--- config.mk ---
export PLATFORM = sky130hd
export DESIGN_NAME = cv32e40x_wb_stage_mp
export DESIGN_NICKNAME = d
export VERILOG_FILES = /design/src/rtl/cv32e40x_pkg.sv /design/src/rtl/cv32e40x_xif_res_fifo.sv /design/src/rtl/cv32e40x_wb_stage_mp.sv
export SDC_FILE = /design/constraint.sdc
export NUM_CORES = 1
export LEC_CHECK = 0
export CAP_MARGIN = 20
export CORE_MARGIN = 5
export CORE_UTILIZATION = 31
export CTS_CLUSTER_DIAMETER = 60
export CTS_CLUSTER_SIZE = 25
export DETAILED_ROUTE_END_ITERATION = 8
export PLACE_DENSITY = 0.63
export SLEW_MARGIN = 20
export SYNTH_ARGS = -nofsm -noshare
export SYNTH_HDL_FRONTEND = slang
export SYNTH_SLANG_ARGS = --single-unit
export TNS_END_PERCENT = 50
--- constraint.sdc ---
create_clock -name clk -period 5.3 [get_ports clk]
set_clock_uncertainty 0.2 [all_clocks]
set_input_delay 1.06 -clock clk [delete_from_list [all_inputs] [get_ports clk]]
set_output_delay 1.06 -clock clk [all_outputs]
set_load 0.02 [all_outputs]
--- src/rtl/cv32e40x_pkg.sv ---
// Shared definitions for the multi-port writeback stage: LSU status bit
// positions and the coprocessor result entry layout.
package cv32e40x_pkg;

  localparam int LSU_STATUS_MPU_ERR      = 0;
  localparam int LSU_STATUS_MISALIGN_ERR = 1;

  localparam int XIF_ID_WIDTH_DEF = 4;
  localparam int XIF_DW_DEF       = 64;

  // Reference layout; the stage packs {exc, id, data} with its own widths
  typedef struct packed {
    logic                        exc;
    logic [XIF_ID_WIDTH_DEF-1:0] id;
    logic [XIF_DW_DEF-1:0]       data;
  } xif_res_entry_t;

endpackage

--- src/rtl/cv32e40x_xif_res_fifo.sv ---
// Small circular FIFO holding coprocessor results that arrive before their
// instruction reaches writeback. Flush empties it in one cycle.
module cv32e40x_xif_res_fifo #(
  parameter int DEPTH = 2,
  parameter int WIDTH = 69
) (
  input  logic                         clk,
  input  logic                         rst,
  input  logic                         push,
  input  logic                         pop,
  input  logic                         flush,
  input  logic [WIDTH-1:0]             wdata,
  output logic [WIDTH-1:0]             head,
  output logic                         full,
  output logic [$clog2(DEPTH+1)-1:0]   count
);

  localparam int PTR_W = (DEPTH > 1) ? $clog2(DEPTH) : 1;
  localparam int CNT_W = $clog2(DEPTH+1);

  logic [WIDTH-1:0] mem [DEPTH];
  logic [PTR_W-1:0] wptr;
  logic [PTR_W-1:0] rptr;
  logic             do_push;
  logic             do_pop;

  function automatic logic [PTR_W-1:0] next_ptr(input logic [PTR_W-1:0] p);
    return (p == PTR_W'(DEPTH-1)) ? '0 : p + 1'b1;
  endfunction

  assign full    = (count == CNT_W'(DEPTH));
  assign do_push = push & !full;
  assign do_pop  = pop & (count != '0);
  assign head    = mem[rptr];

  always_ff @(posedge clk) begin
    if (rst || flush) begin
      wptr  <= '0;
      rptr  <= '0;
      count <= '0;
    end else begin
      if (do_push) wptr <= next_ptr(wptr);
      if (do_pop)  rptr <= next_ptr(rptr);
      count <= count + CNT_W'(do_push) - CNT_W'(do_pop);
    end
  end

  // Storage carries no reset; entries are only read while count says valid
  always_ff @(posedge clk) begin
    if (do_push && !flush && !rst) mem[wptr] <= wdata;
  end

endmodule

--- src/rtl/cv32e40x_wb_stage_mp.sv ---
// Multi-port writeback stage: RF write ports, coprocessor result FIFO with
// same-cycle bypass, and sticky LSU status/watchpoint capture.
module cv32e40x_wb_stage_mp
  import cv32e40x_pkg::*;
#(
  parameter int NUM_WPORTS = 2,
  parameter int XIF_DEPTH  = 2,
  parameter int X_ID_WIDTH = 4,
  parameter int DW         = 32*NUM_WPORTS
) (
  input  logic                    clk,
  input  logic                    rst,
  input  logic                    ex_instr_valid_i,
  input  logic                    ex_lsu_en_i,
  input  logic                    ex_xif_en_i,
  input  logic [X_ID_WIDTH-1:0]   ex_xif_id_i,
  input  logic                    ex_rf_we_i,
  input  logic [4:0]              ex_rf_waddr_i,
  input  logic [DW-1:0]           ex_rf_wdata_i,
  input  logic                    ex_last_op_i,
  input  logic                    ex_abort_op_i,
  input  logic                    kill_wb_i,
  input  logic                    halt_wb_i,
  input  logic                    lsu_valid_i,
  input  logic [DW-1:0]           lsu_rdata_i,
  input  logic [1:0]              lsu_status_i,
  input  logic [31:0]             lsu_wpt_match_i,
  output logic                    lsu_valid_o,
  output logic                    lsu_ready_o,
  input  logic                    xif_result_valid_i,
  output logic                    xif_result_ready_o,
  input  logic [X_ID_WIDTH-1:0]   xif_result_id_i,
  input  logic [DW-1:0]           xif_result_data_i,
  input  logic                    xif_result_exc_i,
  output logic [NUM_WPORTS-1:0]   rf_we_o,
  output logic [5*NUM_WPORTS-1:0] rf_waddr_o,
  output logic [DW-1:0]           rf_wdata_o,
  output logic                    wb_valid_o,
  output logic                    wb_ready_o,
  output logic                    data_stall_o,
  output logic                    last_op_o,
  output logic                    abort_op_o,
  output logic [1:0]              lsu_status_wb_o,
  output logic [31:0]             wpt_match_wb_o,
  output logic                    xif_id_err_o
);

  localparam int EW    = 1 + X_ID_WIDTH + DW;
  localparam int CNT_W = $clog2(XIF_DEPTH+1);

  logic                  instr_valid;
  logic                  wb_valid;

  logic                  lsu_valid_q;
  logic [DW-1:0]         lsu_rdata_q;
  logic [1:0]            lsu_status_q;
  logic [31:0]           lsu_wpt_q;
  logic                  lsu_valid_eff;
  logic [DW-1:0]         lsu_rdata_eff;
  logic [1:0]            lsu_status_eff;
  logic [31:0]           lsu_wpt_eff;
  logic                  lsu_err;
  logic                  wpt_hit;

  logic                  fifo_push;
  logic                  fifo_pop;
  logic                  fifo_full;
  logic                  fifo_empty;
  logic [CNT_W-1:0]      fifo_count;
  logic [EW-1:0]         fifo_head;
  logic                  head_exc;
  logic [X_ID_WIDTH-1:0] head_id;
  logic [DW-1:0]         head_data;

  logic                  xif_instr;
  logic                  bypass;
  logic                  head_match;
  logic                  xif_avail;
  logic                  xif_waiting;
  logic                  xif_exc;
  logic [DW-1:0]         xif_data;
  logic                  rf_we_common;

  assign instr_valid = ex_instr_valid_i & !kill_wb_i & !halt_wb_i;

  // Sticky LSU response: held until the instruction leaves WB or is killed
  always_ff @(posedge clk) begin
    if (rst) begin
      lsu_valid_q  <= 1'b0;
      lsu_rdata_q  <= '0;
      lsu_status_q <= '0;
      lsu_wpt_q    <= '0;
    end else if (wb_valid || kill_wb_i) begin
      lsu_valid_q  <= 1'b0;
      lsu_status_q <= '0;
      lsu_wpt_q    <= '0;
    end else if (lsu_valid_i) begin
      lsu_valid_q  <= 1'b1;
      lsu_rdata_q  <= lsu_rdata_i;
      lsu_status_q <= lsu_status_i;
      lsu_wpt_q    <= lsu_wpt_match_i;
    end
  end

  assign lsu_valid_eff  = lsu_valid_q | lsu_valid_i;
  assign lsu_rdata_eff  = lsu_valid_q ? lsu_rdata_q  : lsu_rdata_i;
  assign lsu_status_eff = lsu_valid_q ? lsu_status_q : lsu_status_i;
  assign lsu_wpt_eff    = lsu_valid_q ? lsu_wpt_q    : lsu_wpt_match_i;
  assign lsu_err        = lsu_status_eff[LSU_STATUS_MPU_ERR] | lsu_status_eff[LSU_STATUS_MISALIGN_ERR];
  assign wpt_hit        = |lsu_wpt_eff;

  cv32e40x_xif_res_fifo #(
    .DEPTH (XIF_DEPTH),
    .WIDTH (EW)
  ) u_fifo (
    .clk   (clk),
    .rst   (rst),
    .push  (fifo_push),
    .pop   (fifo_pop),
    .flush (kill_wb_i),
    .wdata ({xif_result_exc_i, xif_result_id_i, xif_result_data_i}),
    .head  (fifo_head),
    .full  (fifo_full),
    .count (fifo_count)
  );

  assign {head_exc, head_id, head_data} = fifo_head;
  assign fifo_empty = (fifo_count == '0);

  // Bypass only for a retirable instruction so a halted one never drops its result
  assign xif_instr   = ex_instr_valid_i & ex_xif_en_i;
  assign bypass      = fifo_empty & xif_result_valid_i & (xif_result_id_i == ex_xif_id_i)
                       & instr_valid & ex_xif_en_i;
  assign head_match  = !fifo_empty & (head_id == ex_xif_id_i);
  assign xif_avail   = head_match | bypass;
  assign xif_waiting = xif_instr & !xif_avail;
  assign xif_id_err_o = xif_instr & !fifo_empty & (head_id != ex_xif_id_i);
  assign xif_data    = bypass ? xif_result_data_i : head_data;
  assign xif_exc     = ex_xif_en_i & xif_avail & (bypass ? xif_result_exc_i : head_exc);

  assign xif_result_ready_o = !fifo_full;
  assign fifo_push = xif_result_valid_i & !fifo_full & !bypass & !kill_wb_i;
  assign fifo_pop  = wb_valid & ex_xif_en_i & !fifo_empty;

  assign wb_valid = instr_valid & ((!ex_lsu_en_i & !xif_waiting) | (ex_lsu_en_i & lsu_valid_eff));
  assign rf_we_common = ex_rf_we_i & instr_valid & !lsu_err & !wpt_hit & !xif_waiting & !xif_exc;

  for (genvar k = 0; k < NUM_WPORTS; k++) begin : g_port
    assign rf_we_o[k]          = rf_we_common;
    assign rf_waddr_o[5*k +: 5] = {ex_rf_waddr_i[4:1], ex_rf_waddr_i[0] ^ ((k % 2) == 1)};
  end

  always_comb begin
    rf_wdata_o = ex_rf_wdata_i;
    if (ex_lsu_en_i && lsu_valid_eff) rf_wdata_o = lsu_rdata_eff;
    else if (ex_xif_en_i && xif_avail) rf_wdata_o = xif_data;
  end

  assign wb_valid_o      = wb_valid;
  assign wb_ready_o      = kill_wb_i | (!xif_waiting & !halt_wb_i);
  assign lsu_valid_o     = ex_lsu_en_i & ex_instr_valid_i;
  assign lsu_ready_o     = 1'b1;
  assign last_op_o       = ex_last_op_i;
  assign abort_op_o      = ex_abort_op_i | (ex_lsu_en_i & (lsu_err | wpt_hit));
  assign data_stall_o    = ex_lsu_en_i & !lsu_valid_eff & instr_valid;
  assign lsu_status_wb_o = lsu_status_eff;
  assign wpt_match_wb_o  = lsu_wpt_eff;

endmodule
==> impl_metrics.py <==
metrics = {
    "timing": {
        "grt_setup_unrepaired": "false",
        "final_period_minus_worst_setup_slack_ns": 5.06,
        "setup_viol": 0,
        "period_share_pct": 95.5,
        "drv_slew": 0,
        "whs_ns": 0.291,
        "fin_ws_ns": 0.239,
        "final_hold_viol_count": 0,
        "max_freq_ghz": 0.198,
        "worstMarginPinSlew_ns": 0.794,
        "relSlewSlack_pct": 47.1,
    },
    "setup_path": {
        "r2r_cells": 11,
        "endpoint_kind": "output port",
        "startpoint_type": "input port",
        "crit_path_max_incr_delay_ns": 0.63,
        "regToRegSetupSlack_ns": 2.12,
        "path_cells": "clkdlybuf4s50_1, nor3b_1, nand4_1, or2_4, buf_4, nand2_1, o211ai_1, a31oi_1, clkdlybuf4s50_1",
        "criticalPathCategory": "input port to output port",
        "crit_arrival_ns": 3.80,
        "crit_slowest_cell": "clkdlybuf4s50_1",
        "crit_fanout": 33,
        "cpMostUsedCell": "clkdlybuf4s50_1",
        "cp.depth": 9,
        "cpLargestDelayFamily": "buffers and inverters",
        "worst_r2r_endpoint": "u_fifo.count[1]$_SDFF_PP0_",
        "crit_required_ns": 4.04,
        "rr_startpoint": "lsu_valid_q$_SDFFE_PP0P_",
        "crit_buf_inv": 3,
    },
    "clock_network": {
        "numCtsBuffers": 25,
        "cts_root_buf": "clkbuf_16",
        "cts_setup_buffers": 0,
        "clk_pin_slew_worst_paths_ns": 0.07,
        "insertion_delay_ns": 0.52,
        "htree_levels": 1,
        "cts_tree": "built",
        "clk_path_buf_depth": 3,
        "cts.sinks": 242,
    },
    "min_path": {
        "whs_path_depth": 2,
        "hold_path_class": "flip-flop to flip-flop",
        "worstHoldStart": "lsu_rdata_q[4]$_SDFFE_PP0P_",
        "worstHoldEndpoint": "lsu_rdata_q[4]$_SDFFE_PP0P_",
    },
    "synth": {
        "synth_area_per_cell_um2": 10.6,
        "yosysWarnings": 0,
        "ys_seq_area_share_pct": 51.8,
        "netlist_area_um2": 12000,
        "synth_largest_area_cell": "edfxtp_1",
        "ys_types": 42,
        "synth_nets": 1384,
        "synthCells": 1130,
        "synth-seq-cells": 242,
        "synth_area_leaders": "edfxtp_1 (34%), dfxtp_1 (17%), mux2i_1 (14%), nand2_1 (4.3%), a211oi_1 (4.1%)",
        "synth-main-ff-cell": "edfxtp_1",
        "synthTopCellsByCount": "mux2i_1 (167), edfxtp_1 (138), nand2_1 (137)",
        "synth_top_area_share_pct": 34.5,
        "synth_edf_count": 138,
        "yosysMostFrequentCell": "mux2i_1",
        "async_flop_share_pct": 0,
    },
    "global_routing": {
        "grt_max_degree": 70,
        "grt_remaining_overflow": 0,
        "antenna_found_initial": 4,
        "grt_usage_pct": 16.5,
        "first_global_vias": 10100,
        "grt_pass1_wl_mm": 56.6,
    },
    "drt": {
        "wl_met1_mm": 15.1,
        "drt_wl_total_mm": 36.7,
        "vias_per_cell": 4.93,
        "via_count": 9765,
        "wl_met3_mm": 3.26,
        "drc_errors": 0,
        "wl_per_cell_um": 18.6,
        "wl_met2_mm": 17.4,
        "first_pass_iters": 4,
        "first_iter_violations": 410,
        "top_layer": "met5",
        "ant_nets": 0,
    },
    "die": {
        "start_util_pct": 31.2,
        "num_rows": 72,
        "die_w_um": 207,
        "dieArea_um2": 42800,
        "io_pins": 371,
        "fp.dieH_um": 207,
        "core-area_um2": 38500,
    },
    "pwr": {
        "leakagePower_nw": 5.99,
        "power_density_nw_per_um2": 273,
        "vdd_ir_drop_max_uv": 196,
    },
    "final_layout": {
        "area_delta_synth_final_pct": 41.5,
        "fin_util_pct": 44.2,
        "final_nets": 1695,
        "fin_cells": 1979,
        "drive_above_1_share_pct": 8.91,
        "fin_area_um2": 17000,
    },
    "place": {
        "gp_congestion": 0.815,
        "dpl.hpwl_mm": 26.3,
        "place_ws_ns": -0.106,
        "placed_cells": 1931,
        "io_buffers": 355,
        "placed_area_um2": 16100,
    },
    "run_status": {
        "status": "completed",
    },
    "job": {
        "cap_viol_max_count": 0,
    },
}
[routing by layer]
layer	vias to the layer above	GRT usage [%]
met3	51	5.86
met5	-	0
li1	4800	-
met4	2	4.37
met2	276	27.7
met1	4636	20.2
[kinds of logic after synthesis]
family / count (synthesis) / synth area share (%)
AO/OA/AOI/OAI: 214 / 12.6
XOR/XNOR: 12 / 0.875
adder cells (fa/ha/maj): 2 / 0.208
buffers and inverters: 109 / 4.03
flip-flops: 242 / 51.8
multiplexers: 201 / 17.1
other: 1 / 0.0312
AND/OR/NAND/NOR: 349 / 13.3
[registers in the layout, summed over array words and instances, names as in the netlist, named ones only]
name,cells
lsu_rdata_q,64
u_fifo.mem,138
u_fifo.count,2
lsu_status_q,2
u_fifo.wptr,1
lsu_wpt_q,32
lsu_valid_q,1
u_fifo.rptr,1
[through the flow]
step,power [mW],setup TNS (ns)
final,4.64,0
after global routing,4.85,0
after CTS,4.71,0
after detailed placement,2.90,-0.205
after global placement,2.89,-0.237
after floorplan,2.49,0
[worst reg2reg max path, delay by kind of cell, from the launching register on]
kind	cells	cell delay, ns
XOR/XNOR	2	0.31
AND/OR/NAND/NOR	3	0.41
AO/OA/AOI/OAI	2	0.51
buffers and inverters	2	0.69
flip-flops	1	0.54
adder cells (fa/ha/maj)	2	0.38
[placed cells by master, fill, tap and decap left out, types with 4 or more instances in the layout]
master | synthesis | routed
nor2_1 | 106 | 105
a211oi_1 | 65 | 65
buf_12 | 0 | 6
buf_4 | 14 | 28
mux2_2 | 34 | 34
or4_1 | 5 | 5
nor3_1 | 8 | 8
mux2i_1 | 167 | 167
o211ai_1 | 65 | 65
clkinv_4 | 0 | 7
nor4_1 | 7 | 6
clkbuf_16 | 0 | 25
clkinv_1 | 0 | 4
a31oi_1 | 65 | 64
nor2b_1 | 64 | 64
nand2_1 | 137 | 137
dfxtp_1 | 104 | 102
o21ai_0 | 7 | 6
clkdlybuf4s50_1 | 0 | 353
xnor2_1 | 11 | 11
edfxtp_1 | 138 | 138
or4b_2 | 4 | 4
[repair_timing]
item                       CTS  global route
setup endpoints to repair    2             2
pin swaps                    0             0
resized for setup            2             2
hold buffers                 0             0
[final cells by class]
class,count,area (µm²)
timing repair buffer,390,3900
sequential,242,6230
tap,518,648
clock inverter,18,185
multi-input combinational,779,5370
clock buffer,27,643
antenna,2,5.00
inverter,3,11.3
fill,3690,21500
[worst max path at each step]
stage | end | from | slack, ns
2_1_floorplan | rf_wdata_o[10] | kill_wb_i | 1.04
3_3_place_gp | rf_we_o[1] | lsu_status_i[1] | -0.12
3_5_place_dp | rf_we_o[1] | lsu_status_i[1] | -0.11
4_1_cts | rf_we_o[1] | lsu_wpt_match_i[26] | 0.02
5_1_grt | rf_wdata_o[24] | ex_instr_valid_i | 0.07
6_report | rf_wdata_o[24] | ex_instr_valid_i | 0.24
[report_power, final]
group	internal [mW]	switching (mW)	leakage [nW]
registers	2.04	0.0276	2.10
clock network	0.994	0.783	0.407
logic	0.419	0.372	3.48
(Power assumes the default switching activity.)
==> RTL change 1, RTL diff (config.mk and constraints unchanged) <==
`NUM_WPORTS`: 2 -> 1.
--- a/src/rtl/cv32e40x_wb_stage_mp.sv
+++ b/src/rtl/cv32e40x_wb_stage_mp.sv
@@ -3,7 +3,7 @@
 module cv32e40x_wb_stage_mp
   import cv32e40x_pkg::*;
 #(
-  parameter int NUM_WPORTS = 2,
+  parameter int NUM_WPORTS = 1,
   parameter int XIF_DEPTH  = 2,
   parameter int X_ID_WIDTH = 4,
   parameter int DW         = 32*NUM_WPORTS
Ports: changed (6 resized); port bits go from 371 to 237. No check against the original RTL was run, so the function may have changed too.
==> RTL change 1 against the unedited design <==
  * Total power fell by 36%
  * Wire length down 32%
  * Combinational power fell by 35%
  * Design area fell by 36%
  * Worst setup slack worse by 0.16 ns
  * Sequential cell count fell by 96
  * Synthesized area decreased by 36%
  * First-iteration DRC count increased by 1.5%
  * Clock power fell by 31%
  * Critical path type unchanged
  * Largest cell class is now multi-input gates
  * Highest routed layer unchanged
==> RTL change 1: results (changes against the unedited design) <==
[place]
place_inst = 1201  ; -38%
io_buffers = 223  ; -37%

[global_route]
grt_util_met2_pct = 26.9  ; -0.84 points
met3_usage_pct = 4.15  ; -1.7 points

[cells_and_area]
top_regs = u_fifo.mem (74), lsu_rdata_q (32), lsu_wpt_q (32)
drive_gt1_share_pct = 11.6  ; +2.6 points
fillCellCount = 2303  ; -38%

[pwr]
ir_worst_vdd_v = 0.000190  ; -2.9%
pg_seq_uw = 1240  ; -40%

[synthesis]
avgSynthCellArea_um2 = 11.1  ; +4.6%
synth_area_leaders = edfxtp_1 29%, dfxtp_1 19%, mux2i_1 18%
synth-seq-area-share_pct = 47.5  ; -4.3 points
synthTopCellsByCount = 135 x mux2i_1, 74 x edfxtp_1, 72 x dfxtp_1

[setup_path]
crit_path_start = xif_result_id_i[2]
rrSetupSlack_ns = 2.09  ; -0.03 ns
crit_slowest_cell = or4_2
worst_ep_arrival_time_ns = 3.96  ; +0.16 ns
regToRegStartpoint = u_fifo.count[1]$_SDFF_PP0_
reg2reg_depth = 12  ; +1
critPathMaxStageDelay_ns = 0.71  ; +0.08 ns
worstPathMaxFanout = 28  ; -15%

[cts]
clk_latency_ns = 0.42  ; -0.10 ns
cts_buffers = 17  ; -32%

[detailed_routing]
detail_route.wl_per_cell_um = 20.3  ; +9.2%
wl_met3_um = 1330  ; -59%
detail_route.iter0.violations = 416  ; +1.5%

[status]
status = completed

[timing]
whs_ns = 0.272  ; -0.0196 ns

[RTL change 1: changes by cell type in the layout (fill, tap and decap cells not counted), moves of 62 or more]
| cell | unedited run | this run |
|---|---|---|
| edfxtp_1 | 138 | 74 |
| clkdlybuf4s50_1 | 353 | 208 |
| a211oi_1 | 65 | 0 |
| nand2b_1 | 2 | 64 |
| nand2_1 | 137 | 39 |
| nor2b_1 | 64 | 0 |
| nor2_1 | 105 | 42 |
| a31oi_1 | 64 | 1 |
[RTL change 1: cell families (layout without fill, tap and decap cells)]
group / Yosys count / count (layout) / synth area share [%]
AO/OA/AOI/OAI: 78 / 78 / 8.47
XOR/XNOR: 12 / 12 / 1.36
adder cells (fa/ha/maj): 2 / 2 / 0.324
buffers and inverters: 65 / 281 / 4.59
flip-flops: 146 / 146 / 47.5
multiplexers: 169 / 169 / 22.5
other: 1 / 3 / 0.0486
AND/OR/NAND/NOR: 220 / 220 / 15.2
[RTL change 1: worst max path at each step]
| stage | endpoint | slack (ns) | cells past startpoint |
|---|---|---|---|
| after global routing | rf_wdata_o[22] | 0.0004 | 10 |
| after detailed placement | rf_wdata_o[15] | 0.05 | 10 |
| after global placement | rf_wdata_o[19] | 0.09 | 10 |
| after floorplan | u_fifo.mem[0][0]$_DFFE_PP_ | 1.19 | 9 |
| after CTS | rf_wdata_o[15] | 0.05 | 10 |
| final | rf_wdata_o[12] | 0.08 | 9 |
[RTL change 1: layout make-up]
| cell class | count | area share (%) |
|---|---|---|
| multi-input combinational | 482 | 34.2 |
| sequential | 146 | 33.8 |
| timing repair buffer | 246 | 22.7 |
| clock buffer | 17 | 3.91 |
| tap | 324 | 3.73 |
| clock inverter | 15 | 1.58 |
| inverter | 3 | 0.104 |
| antenna | 2 | 0.0461 |
==> RTL change 2, RTL diff (same flow settings) <==
Made on the original files. Put a register stage on the outputs `lsu_status_wb_o` and `xif_id_err_o`. The values now appear one clock later. The other outputs are not delayed to match.
--- a/src/rtl/cv32e40x_wb_stage_mp.sv
+++ b/src/rtl/cv32e40x_wb_stage_mp.sv
@@ -134,7 +134,10 @@
   assign head_match  = !fifo_empty & (head_id == ex_xif_id_i);
   assign xif_avail   = head_match | bypass;
   assign xif_waiting = xif_instr & !xif_avail;
-  assign xif_id_err_o = xif_instr & !fifo_empty & (head_id != ex_xif_id_i);
+  always_ff @(posedge clk) begin
+    lsu_status_wb_o <= lsu_status_eff;
+    xif_id_err_o    <= xif_instr & !fifo_empty & (head_id != ex_xif_id_i);
+  end
   assign xif_data    = bypass ? xif_result_data_i : head_data;
   assign xif_exc     = ex_xif_en_i & xif_avail & (bypass ? xif_result_exc_i : head_exc);
 
@@ -163,7 +166,6 @@
   assign last_op_o       = ex_last_op_i;
   assign abort_op_o      = ex_abort_op_i | (ex_lsu_en_i & (lsu_err | wpt_hit));
   assign data_stall_o    = ex_lsu_en_i & !lsu_valid_eff & instr_valid;
-  assign lsu_status_wb_o = lsu_status_eff;
   assign wpt_match_wb_o  = lsu_wpt_eff;
 
 endmodule
Function: changed (a bounded check fails within 4 cycles, from zero or initial values and one cycle with rst high).
==> RTL change 2 against the unedited design <==
  * Total power is 5.2% higher
  * Combinational power hardly changed
  * Sequential cell count is 3 higher
  * Count of clock-buffer cells in the layout is 2 higher
  * Wire length is 2.5% higher
  * Die area is 0.48% higher
  * Worst setup slack worse by 0.10 ns
  * Design area is 0.66% higher
  * Register-to-register slack worse by 0.09 ns
  * Sequential share of layout area is 0.11 points higher
  * Fmax is 1.9% lower
  * Synthesized area is 0.50% higher
==> RTL change 2: results (changes against the unedited design) <==
[cells_and_area]
multi_input_area_share_pct = 31.3  ; -0.32 points
final_nets = 1692  ; -0.18%
stdcell_count = 1977  ; -0.10%
drive_gt1_share_pct = 8.84  ; -0.069 points
design_area_um2 = 17100  ; +0.66%
fillCellCount = 3682  ; -0.22%
clock_cell_area_share_pct = 5.61  ; +0.74 points
clkbuf_count = 29  ; +7.4%
ff_latch_area_um2 = 6290  ; +0.96%
antenna_cells = 0  ; -2
nFlopsAndLatches = 245  ; +1.2%
buf_share_pct = 22.5  ; -0.47 points

[detailed_routing]
wl_met3_um = 3060  ; -6.0%
wl_met2_um = 17500  ; +0.67%
dr.pass1.iters = 5  ; +1
num_vias = 9833  ; +0.70%
met1_length_um = 16200  ; +7.0%
wl_um = 37600  ; +2.5%

[synthesis]
syn-num-nets = 1387  ; +0.22%
yosys.area_share.adder_pct = 0.207  ; -0.0010 points
synth_area_leaders = edfxtp_1 34%, dfxtp_1 18%, mux2i_1 14%
synthMuxAreaShare_pct = 17.0  ; -0.085 points
synth-seq-area-share_pct = 52.1  ; +0.24 points
synth-compound-area-share_pct = 12.5  ; -0.063 points
synthTopCellsByCount = 167 x mux2i_1, 138 x edfxtp_1, 137 x nand2_1

[status]
status = completed

[setup_path]
crit_slowest_cell = or4_1
worst_ep_arrival_time_ns = 3.90  ; +0.10 ns
worstPathMaxFanout = 3  ; -91%

[pwr]
p_comb_share_pct = 16.2  ; -0.8 points
ir_worst_vdd_v = 0.000232  ; +19%
leakage_uw = 0.00605  ; +0.97%
p_int_uw = 3600  ; +4.3%

[global_route]
grt_util_met2_pct = 27.9  ; +0.19 points
antenna_found_initial = 5  ; +1
grt_max_degree = 84  ; +20%

[cts]
ctsResizeCount = 1  ; -1

[place]
dp.final_hpwl_um = 26500  ; +0.79%

-- RTL change 2: worst paths after layout --
check / start / depth (start not counted) / slack (ns) / to
worst max-delay path: lsu_status_i[1] / 8 / 0.14 / rf_we_o[1]
worst max register to register: lsu_valid_q$_SDFFE_PP0P_ / 11 / 2.03 / u_fifo.count[1]$_SDFF_PP0_
worst min register to register: lsu_rdata_q[45]$_SDFFE_PP0P_ / 2 / 0.30 / lsu_rdata_q[45]$_SDFFE_PP0P_
worst min-delay path: lsu_rdata_q[45]$_SDFFE_PP0P_ / 2 / 0.30 / lsu_rdata_q[45]$_SDFFE_PP0P_
-- RTL change 2: logic make-up after synthesis --
group,after synthesis
AOI/OAI and AO/OA,214
muxes,201
other,1
buffers and inverters,109
DFF,245
and+or+nand+nor,349
xor gates and xnor gates,12
adders and majority gates,2
-- RTL change 2: worst min-delay path, stage by stage (launching register included) --
cell	delay [ns]
dfxtp_1	0.33
mux2i_1	0.06
nor2_1	0.07
